--- config.mk ---
export PLATFORM = sky130hd
export DESIGN_NAME = iter_alu
export DESIGN_NICKNAME = d
export VERILOG_FILES = /design/src/rtl/iter_alu.sv
export SDC_FILE = /design/constraint.sdc
export NUM_CORES = 1
export LEC_CHECK = 0
export CAP_MARGIN = 40
export CORE_MARGIN = 1.5
export CORE_UTILIZATION = 26
export DETAILED_ROUTE_END_ITERATION = 8
export HOLD_SLACK_MARGIN = 0.08
export SYNTH_ARGS = -nofsm -noshare
export SYNTH_HDL_FRONTEND = slang
export SYNTH_SLANG_ARGS = --single-unit
--- constraint.sdc ---
create_clock -name clk -period 2.6 [get_ports clk]
set_clock_uncertainty 0.15 [all_clocks]
set_input_delay 0.52 -clock clk [delete_from_list [all_inputs] [get_ports clk]]
set_output_delay 0.52 -clock clk [all_outputs]
set_load 0.02 [all_outputs]
--- src/rtl/iter_alu.sv ---
// iter_alu: handshaked ALU with an IDLE/BUSY/DONE FSM; single-cycle ops finish in one cycle.
// Define ALU_MULDIV_EN to build the iterative shift-add multiply and restoring divide datapath.
module iter_alu #(
   parameter int WIDTH = 32,
   parameter int CNT_W = $clog2(WIDTH) + 1
) (
   input  logic             clk,
   input  logic             rst_n,
   input  logic             in_valid,
   output logic             in_ready,
   input  logic [WIDTH-1:0] operand_a,
   input  logic [WIDTH-1:0] operand_b,
   input  logic [3:0]       alu_op,
   output logic             out_valid,
   input  logic             out_ready,
   output logic [WIDTH-1:0] result,
   output logic             zero,
   output logic             overflow,
   output logic             illegal_op
);

   localparam logic [3:0] OP_ADD  = 4'b0001;
   localparam logic [3:0] OP_SUB  = 4'b0011;
   localparam logic [3:0] OP_AND  = 4'b0100;
   localparam logic [3:0] OP_OR   = 4'b1000;
   localparam logic [3:0] OP_SLTU = 4'b1100;
   localparam logic [3:0] OP_SLT  = 4'b1101;
   localparam logic [3:0] OP_BEQ  = 4'b1011;
   localparam logic [3:0] OP_JMP  = 4'b1111;
   localparam logic [3:0] OP_MUL  = 4'b0101;
   localparam logic [3:0] OP_DIVU = 4'b0110;
   localparam logic [3:0] OP_REMU = 4'b0111;

   typedef enum logic [1:0] {IDLE, BUSY, DONE} state_t;

   state_t                  state;
   logic [CNT_W-1:0]        cnt;
   logic signed [WIDTH-1:0] sa, sb;
   logic [WIDTH-1:0]        sum, dif, res_c, fin_c;
   logic                    zero_c, ovf_c, ill_c, busy_c;

   always_comb begin
      sa     = operand_a;
      sb     = operand_b;
      sum    = operand_a + operand_b;
      dif    = operand_a - operand_b;
      res_c  = '0;
      zero_c = 1'b0;
      ovf_c  = 1'b0;
      ill_c  = 1'b0;
      busy_c = 1'b0;
      case (alu_op)
         OP_ADD: begin
            res_c = sum;
            ovf_c = (operand_a[WIDTH-1] == operand_b[WIDTH-1]) && (sum[WIDTH-1] != operand_a[WIDTH-1]);
         end
         OP_SUB: begin
            res_c = dif;
            ovf_c = (operand_a[WIDTH-1] != operand_b[WIDTH-1]) && (dif[WIDTH-1] != operand_a[WIDTH-1]);
         end
         OP_AND:  res_c = operand_a & operand_b;
         OP_OR:   res_c = operand_a | operand_b;
         OP_SLTU: res_c = WIDTH'(operand_a < operand_b);
         OP_SLT:  res_c = WIDTH'(sa < sb);
         OP_BEQ:  zero_c = (operand_a == operand_b);
         OP_JMP:  zero_c = 1'b1;
`ifdef ALU_MULDIV_EN
         // Division by zero resolves immediately without entering BUSY
         OP_MUL:  busy_c = 1'b1;
         OP_DIVU: if (operand_b == '0) res_c = '1; else busy_c = 1'b1;
         OP_REMU: if (operand_b == '0) res_c = operand_a; else busy_c = 1'b1;
`endif
         default: ill_c = 1'b1;
      endcase
   end

`ifdef ALU_MULDIV_EN
   // mul: acc += a<<i when b[i]; div: acc is the partial remainder, a shifts into the quotient
   logic [WIDTH-1:0] a_q, b_q, acc_q, a_nxt, b_nxt, acc_nxt;
   logic [3:0]       op_q;
   logic [WIDTH:0]   rem_sh, rem_sub;

   always_comb begin
      rem_sh  = {acc_q, a_q[WIDTH-1]};
      rem_sub = rem_sh - {1'b0, b_q};
      b_nxt   = b_q;
      if (op_q == OP_MUL) begin
         acc_nxt = acc_q + (b_q[0] ? a_q : '0);
         a_nxt   = a_q << 1;
         b_nxt   = b_q >> 1;
      end else if (rem_sh >= {1'b0, b_q}) begin
         acc_nxt = WIDTH'(rem_sub);
         a_nxt   = {a_q[WIDTH-2:0], 1'b1};
      end else begin
         acc_nxt = WIDTH'(rem_sh);
         a_nxt   = {a_q[WIDTH-2:0], 1'b0};
      end
      fin_c = (op_q == OP_DIVU) ? a_nxt : acc_nxt;
   end

   always_ff @(posedge clk) begin
      if (state == IDLE && in_valid) begin
         a_q   <= operand_a;
         b_q   <= operand_b;
         acc_q <= '0;
         op_q  <= alu_op;
      end else if (state == BUSY) begin
         a_q   <= a_nxt;
         b_q   <= b_nxt;
         acc_q <= acc_nxt;
      end
   end
`else
   assign fin_c = '0;
`endif

   always_ff @(posedge clk or negedge rst_n) begin
      if (!rst_n) begin
         state      <= IDLE;
         in_ready   <= 1'b1;
         out_valid  <= 1'b0;
         result     <= '0;
         zero       <= 1'b0;
         overflow   <= 1'b0;
         illegal_op <= 1'b0;
         cnt        <= '0;
      end else begin
         case (state)
            IDLE: if (in_valid) begin
               in_ready <= 1'b0;
               cnt      <= '0;
               if (busy_c) begin
                  state <= BUSY;
               end else begin
                  state      <= DONE;
                  out_valid  <= 1'b1;
                  result     <= res_c;
                  zero       <= zero_c;
                  overflow   <= ovf_c;
                  illegal_op <= ill_c;
               end
            end
            BUSY: begin
               cnt <= cnt + 1'b1;
               if (cnt == CNT_W'(WIDTH-1)) begin
                  state      <= DONE;
                  out_valid  <= 1'b1;
                  result     <= fin_c;
                  zero       <= 1'b0;
                  overflow   <= 1'b0;
                  illegal_op <= 1'b0;
               end
            end
            DONE: if (out_ready) begin
               state     <= IDLE;
               out_valid <= 1'b0;
               in_ready  <= 1'b1;
            end
            default: state <= IDLE;
         endcase
      end
   end

endmodule

==> flow_summary.ini, run 1 <==
[cts]
clock_tree.root_cell = sky130_fd_sc_hd__clkbuf_16
cts_max_path_buffers = 2
worst_skew_pair.late_latency_ns = 0.29
cts.sink_count = 37
clock_transition_at_the_registers_of_the_reported_paths_ns = 0.07
cts_htree_levels = 2
cts_inserted_buffers = 5
cts_tree = done

[synthesis]
synth_area_leaders = sky130_fd_sc_hd__ha_1 (20%), sky130_fd_sc_hd__dfrtp_1 (14%), sky130_fd_sc_hd__o21ai_0 (7.0%), sky130_fd_sc_hd__a21oi_1 (6.2%), sky130_fd_sc_hd__inv_1 (5.6%)
number_of_flops_mapped_to_enable_cells_by_yosys = 0
synth_sequential_area_ratio_pct = 14.17
post_synth_xor_area_fraction_pct = 3.080
synth.avg_cell_area_um2 = 7.118
yosys.area_share.adder_pct = 20.12
synth_async_sr_flop_share_pct = 100.0
synth.top_cell.area_share_pct = 19.51
syn-instance-count = 919
compound_cell_area_share_of_the_yosys_netlist_pct = 33.19
synth_nets = 1095
ranking_of_synthesized_cells_by_instance_count = sky130_fd_sc_hd__ha_1 (102), sky130_fd_sc_hd__inv_1 (97), sky130_fd_sc_hd__o21ai_0 (92)
synth_simple_gate_area_share_pct = 19.30
synth_seq_cells = 37
synth.lib_cells_used.distinct = 74
post_synth_mux_area_share_pct = 1.568
synth.cell_area_um2 = 6541
synth_top_family_by_area = compound AO/OA/AOI/OAI gates
yosysTopAreaCell = sky130_fd_sc_hd__ha_1
yosysWarningCount = 0
synth_most_common_cell = sky130_fd_sc_hd__ha_1
synth-main-ff-cell = sky130_fd_sc_hd__dfrtp_1

[critical_path]
critical_path.startpoint = operand_b[6]
r2r_slack_ns = 0.58
critPathKind = in -> reg
regToRegEndpoint = result[31]$_DFFE_PN0P_
critPathArrivalTime_ns = 2.91
timing.critical_path.fanout_max = 3
critPathCaptureType = register
critical_path.startpoint_type = input port
r2r.worst_path.cells = 7
cp_data_required_time_ns = 2.64
crit-reg2reg-launch = out_valid$_DFFE_PN0P_

[power]
fin_total_pwr_mw = 4.055
static-leakage-power_nw = 5.599
peakVddDrop_mv = 0.2662
cellPowerDensity_nw_per_um2 = 324.9

[floorplanning]
io_pins = 109
chipWidth_um = 161.6
core_um2 = 24530
std_cell_rows = 57
initial_utilization_pct = 26.66
design.die.area_um2 = 26120
die_height_um = 161.6

[grt]
grt_use_total_pct = 21.89
largest_net_degree_at_the_start_of_global_routing = 38
grt_pass1_wl_mm = 45.62
grt_pass1_vias = 8778
number_of_antenna_violations_at_the_first_check_in_global_routing = 0
grt_residual_overflow = 0

[sta]
worstMarginPinSlew_ns = 0.6885
number_of_failing_hold_endpoints_at_the_final_stage = 0
finalSetupViolations = 21
period_minus_ws_final_ns = 2.875
whs_ns = 0.3265
slew_violations = 0
postLayoutSetupSlackWorst_ns = -0.2751
timing.max_slew.rel_slack_pct = 53.62
layout_worst_path_cycle_share_pct = 110.6
grt_setup_unrepaired = yes
final_total_negative_setup_slack_ns = -3.196
timing.fmax_ghz = 0.3478

[route]
drt-vias-per-instance = 5.201
postRouteWirelength_mm = 29.66
drtPass1Iterations = 5
route.antenna.remaining_nets = 0
drcViolationCount = 0
wire_per_inst_um = 17.61
dr.first_iter.drc_count = 551
num_vias = 8759

[placed_design]
gpl.final_weighted_congestion = 0.9706
dp_hpwl_mm = 22.22
place_worst_setup_slack_ns = -1.137
portBuffers = 108

[min_path]
hp-start = in_ready$_DFFE_PN1P_
timing.hold.worst_path_depth = 2
hp-class = reg -> reg
whs_endpoint = in_ready$_DFFE_PN1P_

[final_layout]
p_r_area_growth_vs_syn_pct = 90.76
diode_insertion_count_for_antenna_repair = 0
fin_nets = 1535
postLayoutCoreUtil_pct = 50.86
drive_above_1_share_pct = 50.44

[status]
failed_checks = negative setup slack
outcome = finished with violations

[run]
cap_viol_max_count = 0
[worst max-delay path, stage by stage]
cell	delay, ns
sky130_fd_sc_hd__clkdlybuf4s15_2	0.20
sky130_fd_sc_hd__inv_2	0.07
sky130_fd_sc_hd__ha_4	0.20
sky130_fd_sc_hd__or3_4	0.35
sky130_fd_sc_hd__buf_6	0.14
sky130_fd_sc_hd__o221ai_4	0.24
sky130_fd_sc_hd__a2111oi_0	0.15
sky130_fd_sc_hd__buf_4	0.15
sky130_fd_sc_hd__o311ai_0	0.47
sky130_fd_sc_hd__mux2i_2	0.16
sky130_fd_sc_hd__xnor2_1	0.17
sky130_fd_sc_hd__o21ai_1	0.09
[registers in the layout, indices dropped and copies added, names as in the netlist]
name and flops:
result 32, illegal_op 1, in_ready 1, out_valid 1, overflow 1, zero 1
[per-stage QoR]
step / instances / area, um2
3_5_place_dp: 1616 / 10560
2_1_floorplan: 919 / 6945
5_1_grt: 1684 / 12480
4_1_cts: 1668 / 11990
3_3_place_gp: 1616 / 10560
6_report: 1684 / 12480
[repair_timing]
| action | 4_1_cts | 5_1_grt |
|---|---|---|
| endpoints found under the hold margin | 36 | 0 |
| hold buffers | 1 | 0 |
| buffers inserted | 48 | 22 |
| gates cloned | 0 | 0 |
| setup endpoints to repair | 31 | 30 |
| pin swaps | 130 | 109 |
| resized for setup | 398 | 119 |
[logic make-up after synthesis]
| logic type | after synthesis |
|---|---|
| compound gates | 329 |
| buf+inv | 146 |
| flops | 37 |
| mux | 10 |
| xor+xnor | 23 |
| simple gates | 270 |
| fa+ha+maj | 104 |
[power breakdown]
group / switching, mW / total, mW / internal, mW
clock network: 0.301 / 0.758 / 0.457
registers: 0.0391 / 0.669 / 0.630
logic: 1.31 / 2.63 / 1.32
total: 1.65 / 4.05 / 2.40
[per-layer routing]
metal  wire, um  track usage [%]
met4        850            7.089
met3       1676            2.953
met2      14280            37.50
met5          0                0
met1      12850            28.29
[cells in the final DEF, fill, tap and decap left out, types with 16 or more instances in the layout]
master / n
sky130_fd_sc_hd__inv_1: 44
sky130_fd_sc_hd__nor2_1: 64
sky130_fd_sc_hd__ha_4: 35
sky130_fd_sc_hd__buf_4: 330
sky130_fd_sc_hd__ha_1: 54
sky130_fd_sc_hd__a21oi_2: 30
sky130_fd_sc_hd__inv_2: 42
sky130_fd_sc_hd__o21ai_0: 53
sky130_fd_sc_hd__nand2_1: 79
sky130_fd_sc_hd__buf_6: 46
sky130_fd_sc_hd__o21ai_1: 27
sky130_fd_sc_hd__a21oi_1: 45
sky130_fd_sc_hd__xnor2_1: 16
sky130_fd_sc_hd__dfrtp_1: 36
sky130_fd_sc_hd__clkdlybuf4s50_1: 57
[worst max path at each step]
stage,to,slack (ns),cells past startpoint
floorplan,result[30]$_DFFE_PN0P_,-0.26,10
global placement,result[30]$_DFFE_PN0P_,-1.07,13
detailed placement,result[30]$_DFFE_PN0P_,-1.14,12
CTS,result[31]$_DFFE_PN0P_,-0.30,11
global route,result[30]$_DFFE_PN0P_,-0.37,12
finish,result[22]$_DFFE_PN0P_,-0.28,12
[layout make-up]
| class | instances | area, um2 |
|---|---|---|
| fill | 2261 | 12060 |
| multi-input combinational | 736 | 6545 |
| timing repair buffer | 481 | 4023 |
| sequential | 37 | 927.1 |
| inverter | 98 | 410.4 |
| tap | 324 | 405.4 |
| clock buffer | 6 | 128.9 |
| clock inverter | 2 | 38.79 |
Note: power is estimated with default switching activity, not from simulation.
==> inputs of run 2 (changes only) <==
REMOVE_ABC_BUFFERS = 1   (was not set)
==> flow_summary.ini, run 2 (synthesis gave the netlist of run 1 again) <==
[status]
outcome = finished with violations
failed_checks = negative setup slack

[sta]
period_minus_ws_final_ns = 2.888
worstMarginPinSlew_ns = 0.6655
slew_violations = 0
timing.max_slew.rel_slack_pct = 55.33
grt_setup_unrepaired = yes
finalSetupViolations = 20
timing.fmax_ghz = 0.3462
postLayoutSetupSlackWorst_ns = -0.2881
number_of_failing_hold_endpoints_at_the_final_stage = 0
layout_worst_path_cycle_share_pct = 111.1

[critical_path]
critical_path.startpoint_type = input port
critPathArrivalTime_ns = 2.94
r2r_slack_ns = 0.47
timing.critical_path.fanout_max = 4
r2r.worst_path.cells = 8
crit-reg2reg-launch = out_valid$_DFFE_PN0P_
regToRegEndpoint = result[24]$_DFFE_PN0P_
critical_path.startpoint = operand_b[5]
critPathCaptureType = register
cp_data_required_time_ns = 2.65
critPathKind = in -> reg

[final_layout]
final_common_cell = sky130_fd_sc_hd__buf_4
p_r_area_growth_vs_syn_pct = 92.00
postLayoutCoreUtil_pct = 51.19
layout_common_cells = sky130_fd_sc_hd__buf_4 (347), sky130_fd_sc_hd__nand2_1 (75), sky130_fd_sc_hd__nor2_1 (68)
fin_nets = 1550
layout.cells.non_filler = 1699
drive_above_1_share_pct = 52.00
diode_insertion_count_for_antenna_repair = 0
largest_register_ff_count = 32
final_design_area_no_fill_um2 = 12560
regMostFlops = result

[cts]
cts_htree_levels = 2
cts_inserted_buffers = 5
cts_tree = done
cts_max_path_buffers = 2
clock_transition_at_the_registers_of_the_reported_paths_ns = 0.07
clock_tree.root_cell = sky130_fd_sc_hd__clkbuf_16
cts.sink_count = 37
worst_skew_pair.late_latency_ns = 0.30
postCtsHoldBufs = 0

[floorplanning]
initial_utilization_pct = 26.66
std_cell_rows = 57
design.die.area_um2 = 26120
io_pins = 109
chipWidth_um = 161.6
die_height_um = 161.6
core_um2 = 24530

[power]
static-leakage-power_nw = 5.667
cellPowerDensity_nw_per_um2 = 320.4
peakVddDrop_mv = 0.2277

[route]
dr.first_iter.drc_count = 503
drtPass1Iterations = 5
drcViolationCount = 0
wire_per_inst_um = 18.16
num_vias = 8876
postRouteWirelength_mm = 30.85
drt-vias-per-instance = 5.224
route.antenna.remaining_nets = 0

[grt]
grt_pass1_vias = 8958
number_of_antenna_violations_at_the_first_check_in_global_routing = 1
grt_residual_overflow = 0
grt_pass1_wl_mm = 46.69
largest_net_degree_at_the_start_of_global_routing = 38
grt_use_total_pct = 22.48

[placed_design]
placed_cells_incl_taps = 1621
dp_hpwl_mm = 22.62
portBuffers = 108
place_worst_setup_slack_ns = -1.189
post_dp_cell_area_um2 = 10230
gpl.final_weighted_congestion = 0.9265

[min_path]
hp-class = in -> async

[run]
cap_viol_max_count = 0
-- run 2: layout make-up --
cell class                 count  area, um2
clock buffer                   5      125.1
clock inverter                 3      17.52
fill                        2269      11970
inverter                      98      392.9
multi-input combinational    736       6631
sequential                    37      927.1
tap                          324      405.4
timing repair buffer         496       4060
-- run 2: repair_timing --
item / CTS / global route
setup endpoints to repair: 31 / 25
resized for setup: 483 / 123
pin swaps: 142 / 95
cloned: 0 / 0
setup buffers: 53 / 27
-- run 2: power by group --
part           switching, mW  internal, mW  leakage (nW)  total [mW]
logic                   1.34          1.33          5.10        2.67
registers             0.0374         0.630         0.500       0.667
clock network          0.329         0.355        0.0696       0.684
-- run 2: layer usage --
layer  vias to the layer above  share of wire (%)  global-route usage (%)
li1                       4180                  -                       -
met1                      4233                 44                   29.13
met2                       371                 47                   38.14
met3                        92                6.3                   3.621
met4                         0                3.4                   6.839
met5                         -                  0                       0
-- run 2: worst max-delay path, cell delays in order --
cell                        delay (ns)
sky130_fd_sc_hd__buf_6            0.10
sky130_fd_sc_hd__inv_4            0.05
sky130_fd_sc_hd__ha_4             0.20
sky130_fd_sc_hd__or3_4            0.42
sky130_fd_sc_hd__nand3b_1         0.26
sky130_fd_sc_hd__buf_6            0.18
sky130_fd_sc_hd__nor2_4           0.11
sky130_fd_sc_hd__a2111oi_4        0.07
sky130_fd_sc_hd__buf_4            0.19
sky130_fd_sc_hd__buf_4            0.14
sky130_fd_sc_hd__o21ai_4          0.17
sky130_fd_sc_hd__o311ai_4         0.12
sky130_fd_sc_hd__xnor2_1          0.16
sky130_fd_sc_hd__o31ai_1          0.23
-- run 2: how the worst max path moves through the flow --
stage	end	slack [ns]
2_1_floorplan	result[30]$_DFFE_PN0P_	-0.80
3_3_place_gp	result[31]$_DFFE_PN0P_	-1.14
3_5_place_dp	result[31]$_DFFE_PN0P_	-1.19
4_1_cts	result[31]$_DFFE_PN0P_	-0.15
5_1_grt	result[24]$_DFFE_PN0P_	-0.33
6_report	result[17]$_DFFE_PN0P_	-0.29
-- run 2: per-stage QoR --
step	power, mW	hold slack (ns)	setup TNS, ns
after floorplan	1.581	0.07441	-12.76
after global placement	2.653	0.3165	-28.21
after detailed placement	2.670	0.3235	-29.41
after CTS	3.804	0.1812	-1.593
after global routing	4.235	0.2105	-5.008
final	4.023	0.1526	-3.354
==> inputs of run 3 (changes only) <==
clock period = 2.7 ns   (was 2.6 ns; I/O delays follow)
==> flow_summary.ini, run 3 (synthesis gave the netlist of run 1 again) <==
[power]
cellPowerDensity_nw_per_um2 = 323.4
power.share.switching_pct = 40.66
p_comb_share_pct = 63.2
switching_power_mw = 1.642
power.internal_mw = 2.396
peakVddDrop_mv = 0.2302
fin_total_pwr_mw = 4.038
static-leakage-power_nw = 5.585
p_clk_share_pct = 20.9
p_seq_share_pct = 15.9

[route]
num_vias = 8860
drt-vias-per-instance = 5.268
wire_per_inst_um = 18.41
drcViolationCount = 0
dr.first_iter.drc_count = 658
route.antenna.remaining_nets = 0
drtPass1Iterations = 6
postRouteWirelength_mm = 30.96

[final_layout]
final_common_cell = sky130_fd_sc_hd__buf_4
fin_nets = 1533
layout.filler_cells = 2287
postLayoutCoreUtil_pct = 50.89
diode_insertion_count_for_antenna_repair = 0
layout.cells.non_filler = 1682
largest_register_ff_count = 32
regMostFlops = result
drive_above_1_share_pct = 50.66
p_r_area_growth_vs_syn_pct = 90.86
layout_common_cells = sky130_fd_sc_hd__buf_4 (338), sky130_fd_sc_hd__nand2_1 (78), sky130_fd_sc_hd__nor2_1 (69)

[floorplanning]
io_pins = 109
design.die.area_um2 = 26120
core_um2 = 24530
std_cell_rows = 57
initial_utilization_pct = 26.66
die_height_um = 161.6
chipWidth_um = 161.6

[sta]
worstMarginPinSlew_ns = 0.5909
period_minus_ws_final_ns = 2.898
number_of_failing_hold_endpoints_at_the_final_stage = 0
postLayoutSetupSlackWorst_ns = -0.1978
slew_violations = 0
layout_worst_path_cycle_share_pct = 107.3
grt_setup_unrepaired = yes
timing.fmax_ghz = 0.3451
whs_ns = 0.3288
finalSetupViolations = 18
timing.max_slew.rel_slack_pct = 60.46

[critical_path]
critPathSlowestCell = sky130_fd_sc_hd__a2111oi_4
regToRegEndpoint = result[14]$_DFFE_PN0P_
critPathKind = in -> reg
timing.critical_path.fanout_max = 6
worstPathBufferInverterCount = 3
critical_path.startpoint_type = input port
critical_path.endpoint = result[30]$_DFFE_PN0P_
critical_path.startpoint = operand_a[13]
critPathCaptureType = register
path_depth = 12
r2r_slack_ns = 0.58
critical_path.top_delay_family = compound AO/OA/AOI/OAI gates
cp_data_required_time_ns = 2.75
max_stage_delay_ns = 0.37
r2r.worst_path.cells = 8
crit-reg2reg-launch = out_valid$_DFFE_PN0P_
worstPathCellList = clkdlybuf4s15_2 -> inv_2 -> ha_4 -> buf_4 -> nor2b_1 -> o211ai_1 -> nand2_2 -> a211oi_4 -> a31oi_2 -> a311oi_2 -> nand3_2 -> a2111oi_4
critPathArrivalTime_ns = 2.95

[cts]
cts_tree = done
cts.sink_count = 37
cts_htree_levels = 2
worst_skew_pair.late_latency_ns = 0.31
cts_inserted_buffers = 5
clock_transition_at_the_registers_of_the_reported_paths_ns = 0.07
cts_max_path_buffers = 2
clock_tree.root_cell = sky130_fd_sc_hd__clkbuf_16

[grt]
number_of_antenna_violations_at_the_first_check_in_global_routing = 0
grt_pass1_wl_mm = 47.29
grt_pass1_vias = 8957
largest_net_degree_at_the_start_of_global_routing = 31
grt_residual_overflow = 0
grt_use_total_pct = 22.93

[min_path]
timing.hold.worst_path_depth = 2
hp-class = reg -> reg

[placed_design]
portBuffers = 108
gpl.final_weighted_congestion = 0.9742
dp_hpwl_mm = 22.91
placed_cells_incl_taps = 1602

[run]
cap_viol_max_count = 0

[status]
outcome = finished with violations
failed_checks = negative setup slack
[run 3: cell types whose count changed in the layout (fill, tap and decap cells not counted), moves of 4 or more]
cell / before / now
sky130_fd_sc_hd__dlygate4sd2_1: 12 / 16
sky130_fd_sc_hd__clkbuf_2: 11 / 3
sky130_fd_sc_hd__nand2_2: 7 / 3
sky130_fd_sc_hd__a21oi_2: 27 / 23
sky130_fd_sc_hd__buf_4: 347 / 338
sky130_fd_sc_hd__o21ai_2: 11 / 16
sky130_fd_sc_hd__o21ai_1: 29 / 23
sky130_fd_sc_hd__buf_6: 46 / 41
sky130_fd_sc_hd__ha_1: 51 / 55
[run 3: worst min-delay path by stage]
stage	from	to	slack, ns
floorplan	rst_n	illegal_op$_DFFE_PN0P_	0.09
global placement	rst_n	result[18]$_DFFE_PN0P_	0.27
detailed placement	rst_n	result[18]$_DFFE_PN0P_	0.27
CTS	in_ready$_DFFE_PN1P_	in_ready$_DFFE_PN1P_	0.33
global route	in_ready$_DFFE_PN1P_	in_ready$_DFFE_PN1P_	0.35
finish	in_ready$_DFFE_PN1P_	in_ready$_DFFE_PN1P_	0.33
[run 3: layout make-up]
cell class,count,area (um2),share of cell area [%]
multi-input cells,736,6619,53.02
repair buffers,479,3951,31.65
clock inverters,3,65.06,0.5211
inverters,98,391.6,3.137
clock buffers,5,125.1,1.002
flip-flops and latches,37,927.1,7.426
well taps,324,405.4,3.247
[run 3: power by group through the flow]
stage | clock (mW) | sequential [mW] | combinational (mW)
2_1_floorplan | 0 | 0.707 | 0.815
3_3_place_gp | 0 | 0.655 | 1.87
3_5_place_dp | 0 | 0.655 | 1.88
4_1_cts | 0.846 | 0.645 | 2.30
5_1_grt | 0.867 | 0.651 | 2.71
6_report | 0.844 | 0.644 | 2.55
[run 3: metrics by stage]
stage	cell area, um2	TNS, ns	worst slack (ns)
floorplan	6349	-10.12	-0.7219
global placement	10090	-26.55	-1.177
detailed placement	10090	-27.47	-1.234
CTS	11890	-0.5960	-0.2066
global route	12480	-2.909	-0.2839
finish	12480	-1.277	-0.1978
[run 3: tightest hold or removal path: stages, from the launching register on]
cell and delay, ns:
sky130_fd_sc_hd__dfstp_2 0.37, sky130_fd_sc_hd__inv_1 0.04, sky130_fd_sc_hd__o21ai_0 0.06
[run 3: metal layers]
layer	up-vias	wire (um)	GRT usage [%]
li1	4149	-	-
met1	4239	13330	29.72
met2	391	14420	38.12
met3	81	2166	3.441
met4	0	1042	9.091
met5	-	0	0
[run 3: what timing repair did]
item,in CTS,in global routing
endpoints found under the hold margin,6,0
buffers inserted,58,22
endpoints found under the setup margin,30,26
pin swaps,128,84
hold buffers,1,0
gates resized for setup,471,121
